**config.mk**
```make
export PLATFORM = sky130hd
export DESIGN_NAME = program_loader
export DESIGN_NICKNAME = d
export VERILOG_FILES = /design/src/rtl/program_loader_pkg.sv /design/src/rtl/program_loader_byte_checksum.sv /design/src/rtl/program_loader.sv
export SDC_FILE = /design/constraint.sdc
export NUM_CORES = 1
export LEC_CHECK = 0
export BUFFER_PORTS_ARGS = -buffer_cell sky130_fd_sc_hd__buf_2
export CORE_UTILIZATION = 26
export CTS_BUF_LIST = sky130_fd_sc_hd__clkbuf_8
export DETAILED_ROUTE_END_ITERATION = 8
export PLACE_DENSITY_LB_ADDON = 0.08
export SYNTH_ARGS = -nofsm -noshare
export SYNTH_HDL_FRONTEND = slang
export SYNTH_SLANG_ARGS = --single-unit
export TNS_END_PERCENT = 5
```
**constraint.sdc**
```tcl
create_clock -name clk -period 2.6 [get_ports clk]
set_input_delay 0.39 -clock clk [delete_from_list [all_inputs] [get_ports clk]]
set_output_delay 0.39 -clock clk [all_outputs]
set_load 0.02 [all_outputs]
```
**src/rtl/program_loader_pkg.sv**
```systemverilog
// Shared loader definitions: state encodings, status helper and build-wide width defaults.
// Optional readback check is enabled by defining PROGRAM_LOADER_VERIFY_EN.
`ifndef ADDR_WIDTH
`define ADDR_WIDTH 12
`endif
`ifndef REG_WIDTH
`define REG_WIDTH 8
`endif
`ifndef INSTRUCTION_BASE
`define INSTRUCTION_BASE 512
`endif
`ifndef MEM_DEPTH
`define MEM_DEPTH 4096
`endif

package program_loader_pkg;

  typedef enum logic [2:0] {
    LDR_IDLE    = 3'd0,
    LDR_LOAD    = 3'd1,
    LDR_VERIFY  = 3'd2,
    LDR_RELEASE = 3'd3,
    LDR_KICK    = 3'd4,
    LDR_DONE    = 3'd5,
    LDR_ERR     = 3'd6
  } ldr_state_t;

  function automatic logic ldr_is_busy(input ldr_state_t s);
    return s inside {LDR_LOAD, LDR_VERIFY, LDR_RELEASE, LDR_KICK};
  endfunction

endpackage

```
**src/rtl/program_loader_byte_checksum.sv**
```systemverilog
// Running modulo-2^W byte sum with synchronous clear; present only when
// PROGRAM_LOADER_VERIFY_EN is defined.
`ifdef PROGRAM_LOADER_VERIFY_EN
module byte_checksum #(
  parameter int W = 8
) (
  input  logic         clk,
  input  logic         reset,
  input  logic         clear,
  input  logic         add_en,
  input  logic [W-1:0] data,
  output logic [W-1:0] sum
);

  logic [W-1:0] sum_reg;

  always_ff @(posedge clk or posedge reset) begin
    if (reset) begin
      sum_reg <= '0;
    end else if (clear) begin
      sum_reg <= '0;
    end else if (add_en) begin
      sum_reg <= sum_reg + data;
    end
  end

  assign sum = sum_reg;

endmodule
`endif

```
**src/rtl/program_loader.sv**
```systemverilog
// Streams a program into instruction memory with the core held in reset, then releases and kicks it.
// Define PROGRAM_LOADER_VERIFY_EN to add a checksum readback pass before release.
module program_loader
  import program_loader_pkg::*;
#(
  parameter int ADDR_WIDTH = `ADDR_WIDTH,
  parameter int REG_WIDTH  = `REG_WIDTH,
  parameter int BASE       = `INSTRUCTION_BASE,
  parameter int DEPTH      = `MEM_DEPTH
) (
  input  logic                  clk,
  input  logic                  reset,
  input  logic                  start,
  input  logic                  byte_valid,
  input  logic [REG_WIDTH-1:0]  byte_data,
  input  logic                  byte_last,
  output logic                  byte_ready,
  output logic [ADDR_WIDTH-1:0] mem_addr,
  output logic [REG_WIDTH-1:0]  mem_din,
  output logic                  mem_we,
  input  logic [REG_WIDTH-1:0]  mem_dout,
  output logic                  manual_mem,
  output logic                  core_reset_n,
  output logic                  trigger_program,
  output logic                  busy,
  output logic                  done,
  output logic                  error,
  output logic [ADDR_WIDTH-1:0] count
);

  localparam int CAP = DEPTH - BASE;
  localparam logic [ADDR_WIDTH-1:0] BASE_A   = ADDR_WIDTH'(BASE);
  localparam logic [ADDR_WIDTH-1:0] LAST_IDX = ADDR_WIDTH'(CAP - 1);

  ldr_state_t state_reg, state_next;
  logic [ADDR_WIDTH-1:0] count_reg, count_next;
  logic released_reg;
  logic accept;
  logic session_start;

  assign accept        = (state_reg == LDR_LOAD) && byte_valid;
  assign session_start = start && (state_reg inside {LDR_IDLE, LDR_DONE, LDR_ERR});

`ifdef PROGRAM_LOADER_VERIFY_EN
  logic [ADDR_WIDTH-1:0] verify_idx_reg;
  logic [REG_WIDTH-1:0]  load_sum_reg;
  logic [REG_WIDTH-1:0]  sum;
  logic [REG_WIDTH-1:0]  final_sum;
  logic                  in_verify;
  logic                  verify_last;
  logic                  ck_clear;
  logic                  ck_add;
  logic [REG_WIDTH-1:0]  ck_data;

  // Readback data lags the address by one cycle, so index 0 only clears and the
  // final cycle folds in the last byte combinationally before comparing.
  assign in_verify   = (state_reg == LDR_VERIFY);
  assign verify_last = in_verify && (verify_idx_reg == count_reg);
  assign final_sum   = sum + mem_dout;
  assign ck_clear    = session_start || (in_verify && (verify_idx_reg == '0));
  assign ck_add      = accept || (in_verify && (verify_idx_reg != '0));
  assign ck_data     = in_verify ? mem_dout : byte_data;

  byte_checksum #(.W(REG_WIDTH)) u_checksum (
    .clk    (clk),
    .reset  (reset),
    .clear  (ck_clear),
    .add_en (ck_add),
    .data   (ck_data),
    .sum    (sum)
  );

  always_ff @(posedge clk or posedge reset) begin
    if (reset) begin
      verify_idx_reg <= '0;
      load_sum_reg   <= '0;
    end else begin
      verify_idx_reg <= in_verify ? verify_idx_reg + ADDR_WIDTH'(1) : '0;
      if (in_verify && (verify_idx_reg == '0)) begin
        load_sum_reg <= sum;
      end
    end
  end
`else
  logic unused_dout;
  assign unused_dout = ^mem_dout;
`endif

  always_comb begin
    state_next = state_reg;
    count_next = count_reg;
    case (state_reg)
      LDR_IDLE, LDR_DONE, LDR_ERR: begin
        if (start) begin
          state_next = LDR_LOAD;
          count_next = '0;
        end
      end
      LDR_LOAD: begin
        if (accept) begin
          count_next = count_reg + ADDR_WIDTH'(1);
          if (byte_last) begin
`ifdef PROGRAM_LOADER_VERIFY_EN
            state_next = LDR_VERIFY;
`else
            state_next = LDR_RELEASE;
`endif
          end else if (count_reg == LAST_IDX) begin
            state_next = LDR_ERR;
          end
        end
      end
`ifdef PROGRAM_LOADER_VERIFY_EN
      LDR_VERIFY: begin
        if (verify_last) begin
          state_next = (final_sum == load_sum_reg) ? LDR_RELEASE : LDR_ERR;
        end
      end
`endif
      LDR_RELEASE: state_next = LDR_KICK;
      LDR_KICK:    state_next = LDR_DONE;
      default:     state_next = LDR_IDLE;
    endcase
  end

  always_ff @(posedge clk or posedge reset) begin
    if (reset) begin
      state_reg    <= LDR_IDLE;
      count_reg    <= '0;
      released_reg <= 1'b0;
    end else begin
      state_reg    <= state_next;
      count_reg    <= count_next;
      released_reg <= state_next inside {LDR_RELEASE, LDR_KICK, LDR_DONE};
    end
  end

  // Memory port: write path is combinational from the handshake so it lands on the accepting edge.
  always_comb begin
    mem_addr = BASE_A;
    mem_din  = '0;
    mem_we   = 1'b0;
    if (state_reg == LDR_LOAD) begin
      mem_addr = BASE_A + count_reg;
      mem_din  = byte_data;
      mem_we   = byte_valid;
    end
`ifdef PROGRAM_LOADER_VERIFY_EN
    if (state_reg == LDR_VERIFY) begin
      mem_addr = BASE_A + verify_idx_reg;
    end
`endif
  end

  assign byte_ready      = (state_reg == LDR_LOAD);
  assign manual_mem      = !released_reg;
  assign core_reset_n    = released_reg;
  assign trigger_program = (state_reg == LDR_KICK);
  assign busy            = ldr_is_busy(state_reg);
  assign done            = (state_reg == LDR_DONE);
  assign error           = (state_reg == LDR_ERR);
  assign count           = count_reg;

endmodule

```
* Word-level counts from Yosys, hierarchy flattened
Index checks and enable logic that the tools add are counted.
Storage, ports and cells: register bits 16, bits of input ports 21, output and inout port bits 40, logic and storage cells 36
Operators by class: add/subtract/negate cells 2, equal/unequal tests 12, multiplexer cells 11, reduce and logical (&&, ||, !) cells 8
Operator list (number):
- $mux 12 | 3
- $pmux 12 s2 | 1
- $eq 3x3->1 const B | 5
- $add 10x12->12 const A | 1
- $add 12x1->12 const B | 1
- $eq 12x12->1 const B | 1
- $mux 3 | 4
- $pmux 3 s4 | 1
- $eq 3x2->1 const B | 3
- $mux 8 | 1
- $reduce_bool 4->1 | 1
- $eq 3x1->1 const B | 1
- $logic_not 3->1 | 1
- $reduce_and 3->1 | 1
- $reduce_bool 3->1 | 1
- $reduce_or 3->1 | 1
- $ne 2x1->1 const B | 1
- $ne 2x2->1 const B | 1
- $reduce_bool 2->1 | 1
- $logic_and 1x1->1 | 1
- $logic_not 1->1 | 1
- $mux 1 | 1

* Longest topological paths before layout
word-level depth 7, gate-level depth with buffers 6, mapped depth without buffers 5

* Worst setup path before layout
OpenSTA, ideal clock, no wires.
kind reg-to-output, from register state_reg[1], to output port mem_addr[11], arrival time 1.506 ns, data required time 2.210 ns, path slack 0.704 ns, cell stages (with the launch flop) 5, buffers on the path 2, cells stage by stage dfrtp_1 clkbuf_1 nor3b_1 clkbuf_1 and2_1
On the way: cells in the longest elaborated chain, start to end 2
Ends and longest elaborated chain:
- from (decl) | line program_loader.sv:35 | ldr_state_t state_reg, state_next;
- from (signal assigned) | line program_loader.sv:132 | state_reg <= state_next;
- $eq 3x1->1
- via byte_ready | line program_loader.sv:17 | output logic byte_ready,
- $mux 12 | line program_loader.sv:143 | if (state_reg == LDR_LOAD) begin
- to (decl) | line program_loader.sv:18 | output logic [ADDR_WIDTH-1:0] mem_addr,
The timed path passes the listed nets, and every way through them passes these cells.

* Worst setup path after layout
from register state_reg[2], to register state_reg[0]
On the way: cells in the longest elaborated chain, start to end 4, elaborated cells between the ends (all ways) 10, classes of those cells 5 x eq/ne; 2 x mux; 3 x reduce/logical
Ends and longest elaborated chain:
- $eq 3x1->1 | line program_loader.sv:41, program_loader.sv:92
- $logic_and 1x1->1 | line program_loader.sv:41 | assign accept = (state_reg == LDR_LOAD) && byte_valid;
- $mux 3 | line program_loader.sv:100 | if (accept) begin
- $pmux 3 s4 * | line program_loader.sv:92 | case (state_reg)
- via state_next[0] | line program_loader.sv:35
Mark *: on every way through the listed nets, which the timed path passes. The rest lies on a longest branch. A chain may end at the register's enable or synchronous reset.

==> metrics.txt <==
outcome=finished, final reports clean; adder-cell share of the synthesized area=2.35%; leading register cell type out of synthesis=dfrtp_1; final HPWL from detailed placement=2090 µm; layout cells sized above 1=35.6%; Final Non-Filler Cells=228; dominant combinational cell family by area after synthesis=simple AND/OR/NAND/NOR gates; DIE HEIGHT=66.0 µm; Syn-to-layout area delta=35.1%; initial core utilization=28.1%; global router's overall resource usage=13.3%; number of clock sinks=16; number of warnings reported in the yosys synthesis log=0; unrepaired setup endpoints after global routing=false; final hold violations=0; placement row count=22; Power Dens Cells=921 mW/mm²; source-to-sink clock delay at the later pin of the worst-skew pair=0.25 ns; static leakage power=0.758 nW; overall die width=66.0 µm; post-synthesis cell type with the largest combined area=dfrtp_1; Yosys cell types=31; fraction of registers with async set/reset=100%; buffer type at the clock tree root=clkbuf_8; Hold Path Class=input pin to async pin; count of nets after finishing=205; Clock Tree Buf Depth=2; diodes inserted=0; Min Clock Period, post-route=2.07 ns; initial drt markers=16; synth cell count leaders=20 x and2_1, 16 x dfrtp_1, 12 x nor2_1; total iterations of the first detailed-routing run=4; area fraction in compound gates after synthesis=8.80%; maxcap violations=0; Slew HR=57.1%; worst setup path category=register to register; Antenna Nets Post-Route=0; total setup violations reported at the end of the flow=0; CP arrival=2.20 ns; Synth area leaders=dfrtp_1 38%, and2_1 12%, xor2_1 4.9%; fraction of the mapped netlist area in simple logic gates=37.6%; global route overflow=0; actual transition at the worst max-transition pin=0.642 ns; initial antenna violation count=0; Mapped Cells=127; max-slew violation count=0; cell area after synthesis=0.00107 mm²; mux contribution to synthesized area=0%; I/O pin count=61; final clock skew=0.00627 ns; core area=0.00380 mm²; wire length per cell=12.1 µm; largest net degree at the start of global routing=22; detailed-route DRC error count=0; clock tree from TritonCTS=done; number of enable-type register cells in the synthesized netlist=0; nets in the synthesized netlist=150; launching element type of the critical path=register; setup total negative slack=0 ns; sort of element at the end of the critical path=register; maximum net fanout on the critical path=13; number of storage elements in the synthesis netlist=16; first-pass GRT wire length=4400 µm; number of buffers inserted during clock tree synthesis=3; routed wire length=2760 µm; placer congestion estimate=0.729; maximum operating frequency=0.484 GHz; share of the cycle needed by the critical path after routing=79.4%; count of hold-fix buffers inserted at cts=0; DIE AREA=0.00436 mm²; most frequent cell after synthesis=and2_1; number of global-route vias before repair=957; worst path required time=2.74 ns; I/O Buffers=52; Resized cells post-CTS=0; xor/xnor cell area share of the yosys netlist=9.04%; Post-CTS Repair Setup Buffers=0; flip-flop count of the largest register, all copies and words added=12; mean cell area of the mapped netlist=8.39 µm²; maximum level of the CTS H-tree=1; DR vias=1064; IR Drop Worst-Case VDD=0.262 mV; # placed instances=225; register area share after synthesis=37.6%; CTS clock-pin slew for the worst setup and hold paths=0.06 ns; Synth top area share=37.6%; routed vias/inst=4.67
-- worst paths after layout --
check | slack (ns) | startpoint | endpoint | depth (start not counted)
worst max-delay path | 0.53 | state_reg[2]$_DFF_PP0_ | state_reg[0]$_DFF_PP0_ | 5
worst min-delay path | 0.22 | reset | state_reg[2]$_DFF_PP0_ | 2
worst max register to register | 0.53 | state_reg[2]$_DFF_PP0_ | state_reg[0]$_DFF_PP0_ | 5
worst min register to register | 0.61 | count[10]$_DFFE_PP0P_ | count[10]$_DFFE_PP0P_ | 2
max in group asynchronous | 1.96 | reset | count[4]$_DFFE_PP0P_ | 2
min in group clk | 0.38 | byte_last | state_reg[2]$_DFF_PP0_ | 2
-- where the power goes --
| part | internal (mW) | leakage [nW] | switching (mW) |
|---|---|---|---|
| combinational | 0.281 | 0.524 | 0.488 |
| clock | 0.103 | 0.0216 | 0.0823 |
| sequential | 0.298 | 0.212 | 0.0741 |
| total | 0.682 | 0.758 | 0.644 |
-- cell families (layout without fill, tap and decap cells) --
| logic type | count (synthesis) | count (layout) |
|---|---|---|
| DFF | 16 | 16 |
| xor gates and xnor gates | 11 | 11 |
| AOI/OAI and AO/OA | 16 | 16 |
| buffers and inverters | 11 | 64 |
| adders and majority gates | 2 | 2 |
| and+or+nand+nor | 71 | 71 |
-- metrics by stage --
step                      setup slack (ns)  total power [mW]  area (µm²)  utilization (%)  hold slack [ns]
final                                0.535              1.33        1440             37.9            0.216
after global routing                 0.438              1.45        1440             37.9            0.276
after detailed placement             0.547              1.16        1400             36.8            0.517
after global placement               0.571              1.14        1400             36.8            0.519
after floorplan                      0.704             0.887        1070                -            0.304
after CTS                            0.540              1.35        1440             37.9            0.244
-- worst max-delay path, stage by stage (launching register included) --
cell       delay [ns]
dfrtp_1          0.51
nand4bb_1        0.35
inv_6            0.16
nand2_4          0.07
or4_4            0.56
a211o_1          0.30
-- layout by cell type (no fill, tap or decap) --
cell        n
buf_2      52
and2_1     20
dfrtp_1    16
nor2_1     12
nand2_1    11
xor2_1      6
a21oi_1     5
o21ai_0     5
nand3_1     5
xnor2_1     5
buf_4       5
nand4_1     4
nor3_1      3
inv_1       3
nor4_1      3
clkbuf_8    3
nor2b_1     2
nand2b_1    2
and4_1      2
o21a_1      2
ha_1        2
nand4bb_1   1
inv_6       1
nand2_4     1
nor3b_2     1
nand3b_1    1
or4_4       1
o21ai_1     1
nor3b_1     1
a21boi_0    1
a211o_1     1
a21o_1      1
or3_1       1
-- metal layers --
metal	GRT usage (%)	wire (µm)	up-vias
li1	-	-	535
met1	17.3	1290	488
met2	22.2	1260	39
met3	2.24	193	2
met4	3.99	13	0
met5	0	0	-
-- final cells by class --
class | count | area, µm²
well taps | 48 | 60.1
repair buffers | 57 | 298
multi-input cells | 100 | 621
clock buffers | 3 | 41.3
flip-flops and latches | 16 | 400
inverters | 4 | 20.0
fillers | 412 | 2360
No activity file was read; power rests on OpenSTA's default activity.
